--- config.mk ---
export PLATFORM = sky130hd
export DESIGN_NAME = pc_next_unit
export DESIGN_NICKNAME = d
export VERILOG_FILES = /design/src/rtl/pc_next_unit.sv
export SDC_FILE = /design/constraint.sdc
export NUM_CORES = 1
export LEC_CHECK = 0
export ABC_CLOCK_PERIOD_IN_PS = 3100
export CAP_MARGIN = 20
export CORE_ASPECT_RATIO = 1.75
export CORE_MARGIN = 4
export CORE_UTILIZATION = 40
export DETAILED_ROUTE_END_ITERATION = 7
export HOLD_SLACK_MARGIN = 0.08
export PLACE_DENSITY = 0.72
export REMOVE_ABC_BUFFERS = 1
export SETUP_SLACK_MARGIN = 0.15
export SLEW_MARGIN = 20
export SYNTH_ARGS = -nofsm -noshare
export SYNTH_HDL_FRONTEND = slang
export SYNTH_SLANG_ARGS = --single-unit
--- constraint.sdc ---
create_clock -name clk -period 3.1 [get_ports clk]
set_input_delay 0.465 -clock clk [delete_from_list [all_inputs] [get_ports clk]]
set_output_delay 0.465 -clock clk [all_outputs]
set_load 0.01 [all_outputs]
--- src/rtl/pc_next_unit.sv ---
`default_nettype none
// ============================================================================
//  Module   : pc_next_unit
//  Purpose  : Fetch-stage program counter with next-PC selection. Chooses
//             between sequential, branch, jump and jump-register targets by
//             fixed priority (jr > jump > branch). It holds the PC on stall.
//             It buffers the first redirect seen during a stall and applies
//             that redirect on the first unstalled edge.
//  Ports    : clk              - rising-edge clock
//             reset_n          - asynchronous active-low reset
//             stall            - hold pc this cycle
//             branch_taken     - branch redirect request  / branch_target
//             jump             - jump redirect request    / jump_target
//             jr               - jump-register request    / jr_target
//             pc               - current program counter (registered)
//             pc_plus_inc      - pc + INC, modulo 2^WIDTH (combinational)
//             redirect_pending - buffered redirect awaiting stall release
//             misalign         - misaligned-target flag (registered)
//  Options  : `define PC_ALIGN_CHECK_EN to redirect misaligned targets
//             (bits [1:0] != 0) to EXC_VECTOR and pulse misalign.
//             When it is undefined, misalign stays 0.
//  Revision : 1.0 - initial release
// ============================================================================
module pc_next_unit #(
    parameter int unsigned       WIDTH        = 32,
    parameter int unsigned       INC          = 4,
    parameter logic [WIDTH-1:0]  RESET_VECTOR = '0,
    parameter logic [WIDTH-1:0]  EXC_VECTOR   = WIDTH'(32'h0000_0080)
) (
    input  logic              clk,
    input  logic              reset_n,
    input  logic              stall,
    input  logic              branch_taken,
    input  logic [WIDTH-1:0]  branch_target,
    input  logic              jump,
    input  logic [WIDTH-1:0]  jump_target,
    input  logic              jr,
    input  logic [WIDTH-1:0]  jr_target,
    output logic [WIDTH-1:0]  pc,
    output logic [WIDTH-1:0]  pc_plus_inc,
    output logic              redirect_pending,
    output logic              misalign
);

    localparam logic [WIDTH-1:0] c_INC        = WIDTH'(INC);
    localparam logic [0:0]       c_HELD_NONE  = 1'b0;
    localparam logic [0:0]       c_HELD_VALID = 1'b1;

`ifdef PC_ALIGN_CHECK_EN
    localparam logic c_ALIGN_CHECK = 1'b1;
`else
    localparam logic c_ALIGN_CHECK = 1'b0;
`endif

    logic [WIDTH-1:0] r_pc;
    logic [WIDTH-1:0] r_held;
    logic [0:0]       r_state;
    logic             r_misalign;

    logic             w_req;
    logic [WIDTH-1:0] w_sel_target;
    logic             w_load;
    logic [WIDTH-1:0] w_load_target;
    logic             w_misaligned;
    logic [WIDTH-1:0] w_next_pc;
    logic [0:0]       w_next_state;
    logic [WIDTH-1:0] w_next_held;

    assign w_req = jr | jump | branch_taken;

    always_comb begin
        w_sel_target = branch_target;
        if (jr) begin
            w_sel_target = jr_target;
        end else if (jump) begin
            w_sel_target = jump_target;
        end
    end

    // A buffered redirect always wins at release. Any request in that same
    // cycle is from the wrong path, so it is dropped.
    assign w_load        = !stall && ((r_state == c_HELD_VALID) || w_req);
    assign w_load_target = (r_state == c_HELD_VALID) ? r_held : w_sel_target;

    // Alignment is checked when a target loads into pc, not when it is
    // captured, so r_held always keeps the raw target.
    assign w_misaligned  = c_ALIGN_CHECK && w_load && (w_load_target[1:0] != 2'b00);

    always_comb begin
        w_next_pc    = r_pc;
        w_next_state = r_state;
        w_next_held  = r_held;
        if (!stall) begin
            w_next_state = c_HELD_NONE;
            if (w_misaligned) begin
                w_next_pc = EXC_VECTOR;
            end else if (w_load) begin
                w_next_pc = w_load_target;
            end else begin
                w_next_pc = pc_plus_inc;
            end
        end else if ((r_state == c_HELD_NONE) && w_req) begin
            // The first redirect during a stall is kept. Later ones are ignored.
            w_next_state = c_HELD_VALID;
            w_next_held  = w_sel_target;
        end
    end

    always_ff @(posedge clk or negedge reset_n) begin
        if (!reset_n) begin
            r_pc       <= RESET_VECTOR;
            r_held     <= '0;
            r_state    <= c_HELD_NONE;
            r_misalign <= 1'b0;
        end else begin
            r_pc       <= w_next_pc;
            r_held     <= w_next_held;
            r_state    <= w_next_state;
            r_misalign <= w_misaligned;
        end
    end

    assign pc               = r_pc;
    assign pc_plus_inc      = r_pc + c_INC;
    assign redirect_pending = (r_state == c_HELD_VALID);
    assign misalign         = r_misalign;

endmodule
`default_nettype wire

==> summary.md <==
| Metric | Value |
|---|---|
| Slew headroom | `29.4%` |
| CTS Buf Count | `9` |
| Worst-path fanout max | `7` |
| CP endpoint kind | `primary output` |
| Area leader, netlist | `dfrtp_1` |
| Most common cell after layout, fill and taps aside | `clkdlybuf4s50_1` |
| CP cell instances | `and4_1 > nor3b_4 > nand2_2 > nor2_1 > xor2_1 > clkdlybuf4s50_1` |
| WP data arrival | `2.39 ns` |
| Root buffer cell | `clkbuf_16` |
| Layout cell share with drive strength beyond 1 | `13.9%` |
| Post-route minimum period | `2.85 ns` |
| Antenna Nets Post-Route | `0` |
| Post-DP Area | `6260 µm²` |
| CP Data Required Time | `2.63 ns` |
| Via Count | `4738` |
| Overflow after GRT | `0` |
| Synth area leaders | `dfrtp_1 36%, mux2i_1 7.1%, o21ai_0 5.8%` |
| Seq/Total Area, Yosys | `36.3%` |
| Hold slack | `0.181 ns` |
| Post-synthesis mux area share | `10.4%` |
| Initial core utilization | `41.4%` |
| Highest achievable clock rate | `350 MHz` |
| Antenna violations before repair | `0` |
| Finished Core Util | `61.8%` |
| Worst Hold Class | `in2async` |
| Power Density | `458 nW/µm²` |
| Max incr delay on CP | `0.54 ns` |
| Synth-to-Final Area Change | `49.1%` |
| Post-synthesis compound-gate area fraction | `22.6%` |
| RePlAce Congestion | `0.891` |
| IO Pins | `168` |
| Number of synthesized flops with an enable pin | `0` |
| Maximum vdd drop | `310 µV` |
| CP max-delay cell | `clkdlybuf4s50_1` |
| Fin cells | `823` |
| Pin count of the biggest net entering global routing | `37` |
| Slew @ Worst Pin | `1.06 ns` |
| # hold bufs at CTS | `0` |
| # H-tree levels | `3` |
| Top Usage Layer GRT | `met2` |
| Synthesized-area fraction occupied by adder cells | `0.279%` |
| Total GRT Usage | `23.4%` |
| Post-route DRC | `0` |
| Die Y | `148 µm` |
| Detailed Route WL | `15300 µm` |
| First-pass GRT wire length | `23600 µm` |
| Largest family of logic cells by synthesized area | `compound AO/OA/AOI/OAI gates` |
| Final net count | `791` |
| Initial drt markers | `205` |
| Outcome | `finished, final reports clean` |
| Asr flop ratio synth | `100%` |
| Number of vias per cell | `5.76` |
| Cell row count | `50` |
| Ys Warns | `0` |
| RSZ-0062 raised after global routing | `true` |
| Static leakage | `2.84 nW` |
| Share of the synthesized area in the top cell type | `36.3%` |
| Initial DRT Pass Iterations | `7` |
| Final setup viols | `0` |
| Simple-gate share of the synthesized area | `19.4%` |
| Most frequent cells in the layout | `148 x clkdlybuf4s50_1, 68 x nand2_1, 57 x dfrtp_1` |
| Synthesized area per cell | `8.61 µm²` |
| Met3 Use GR | `4.05%` |
| Worst-skew pair later-pin latency | `0.33 ns` |
| Cells after synthesis | `521` |
| Final Max Tran Viols | `0` |
| Clk sinks | `65` |
| Period utilization | `92.1%` |
| Wire per inst | `18.6 µm` |
| Port Buf Inserts | `166` |
| Grt met2 use | `42.6%` |
| Die area | `13000 µm²` |
| Die width | `88.1 µm` |
| CTS tree | `built` |
| Synth Flop Type | `dfrtp_1` |
| # Max-Cap Violations | `0` |
| Post-synth cell types | `58` |
| Synthesized area | `4490 µm²` |
| Dpl cells | `792` |
| Critical Path Start Type | `flip-flop` |
| Clk_skew | `0.00484 ns` |
| Flops & latches, synth | `65` |
| Final Hold Viols | `0` |
| DP HPWL | `11100 µm` |
| Worst setup path category | `reg2out` |
| Diode count | `0` |
| Setup_tns | `0 ns` |
| Final instance area | `6690 µm²` |
| Core area | `10800 µm²` |
| Clock buffer depth | `2` |
| Clock Pin Slew Worst Setup and Hold Paths | `0.05 ns` |
| Synth Area in XOR/XNOR | `5.66%` |
| Vias in the first global route | `4713` |
| GR Util met1 | `26.0%` |
-- where the power goes --
part	internal, mW	leakage, nW	switching [mW]
Sequential	0.993	0.787	0.164
Clock	0.535	0.130	0.353
Combinational	0.563	1.93	0.457
-- worst max-delay path, delay by kind of cell, from the launching register on --
| family | cells | cell delay (ns) |
|---|---|---|
| buf+inv | 1 | 0.54 |
| simple gates | 4 | 0.89 |
| xor+xnor | 1 | 0.15 |
| flops | 1 | 0.47 |
-- through the flow --
stage | power (mW) | setup WS, ns
after global placement | 2.16 | 0.110
after detailed placement | 2.19 | -0.000123
after CTS | 3.09 | 0.0989
after global routing | 3.23 | 0.115
after floorplan | 1.56 | -0.793
final | 3.06 | 0.246
-- registers in the layout, indices dropped and copies added, names as in the netlist --
signal            flops
r_held               32
pc                   32
redirect_pending      1
-- layout make-up --
cell class              instances  area (µm²)
fillers                       996        4140
repair buffers                203        1930
clock buffers                  12         236
well taps                     130         163
clock inverters                 4        20.0
flip-flops and latches         65        1640
multi-input cells             403        2680
inverters                       6        22.5
-- repair_timing --
item	in CTS	in global routing
buffers inserted	9	5
endpoints found under the setup margin	18	13
resized for setup	21	11
pin swaps	5	6
cloned	0	1
-- routing by layer --
metal	up-vias	wire (µm)
li1	2256	-
met1	2252	5530
met2	192	8210
met3	38	989
met4	0	548
met5	-	0
-- final timing paths --
kind                                   from         endpoint  slack [ns]  depth (start not counted)
max                                  pc[16]  pc_plus_inc[31]        0.25                          6
min                                 reset_n           pc[19]        0.18                          1
max reg2reg                redirect_pending       r_held[10]        0.94                          4
min reg2reg                      r_held[29]       r_held[29]        0.48                          2
max in group asynchronous           reset_n           pc[15]        2.07                          2
min in group clk                 r_held[29]       r_held[29]        0.48                          2
-- synth_stat cells (all sizes together), types with 4 or more instances --
cell and count:
nand2 69, dfrtp 65, o21ai 54, nor2 38, mux2i 32, clkbuf 31
a21oi 30, buf 17, xnor2 15, xor2 14, mux2 13, nand4 12
nor3 11, nor4 10, o211ai 10, and3 9, nand3 7, a222oi 6
inv 6, a311oi 5, and4 5, nor2b 5, o211a 5, o21a 4
o31a 4, o31ai 4
-- logic make-up after synthesis --
| kind of cell | count (synthesis) |
|---|---|
| and+or+nand+nor | 175 |
| DFF | 65 |
| adders and majority gates | 1 |
| xor gates and xnor gates | 29 |
| other | 1 |
| muxes | 45 |
| buffers and inverters | 54 |
| AOI/OAI and AO/OA | 151 |
(Power assumes the default switching activity.)
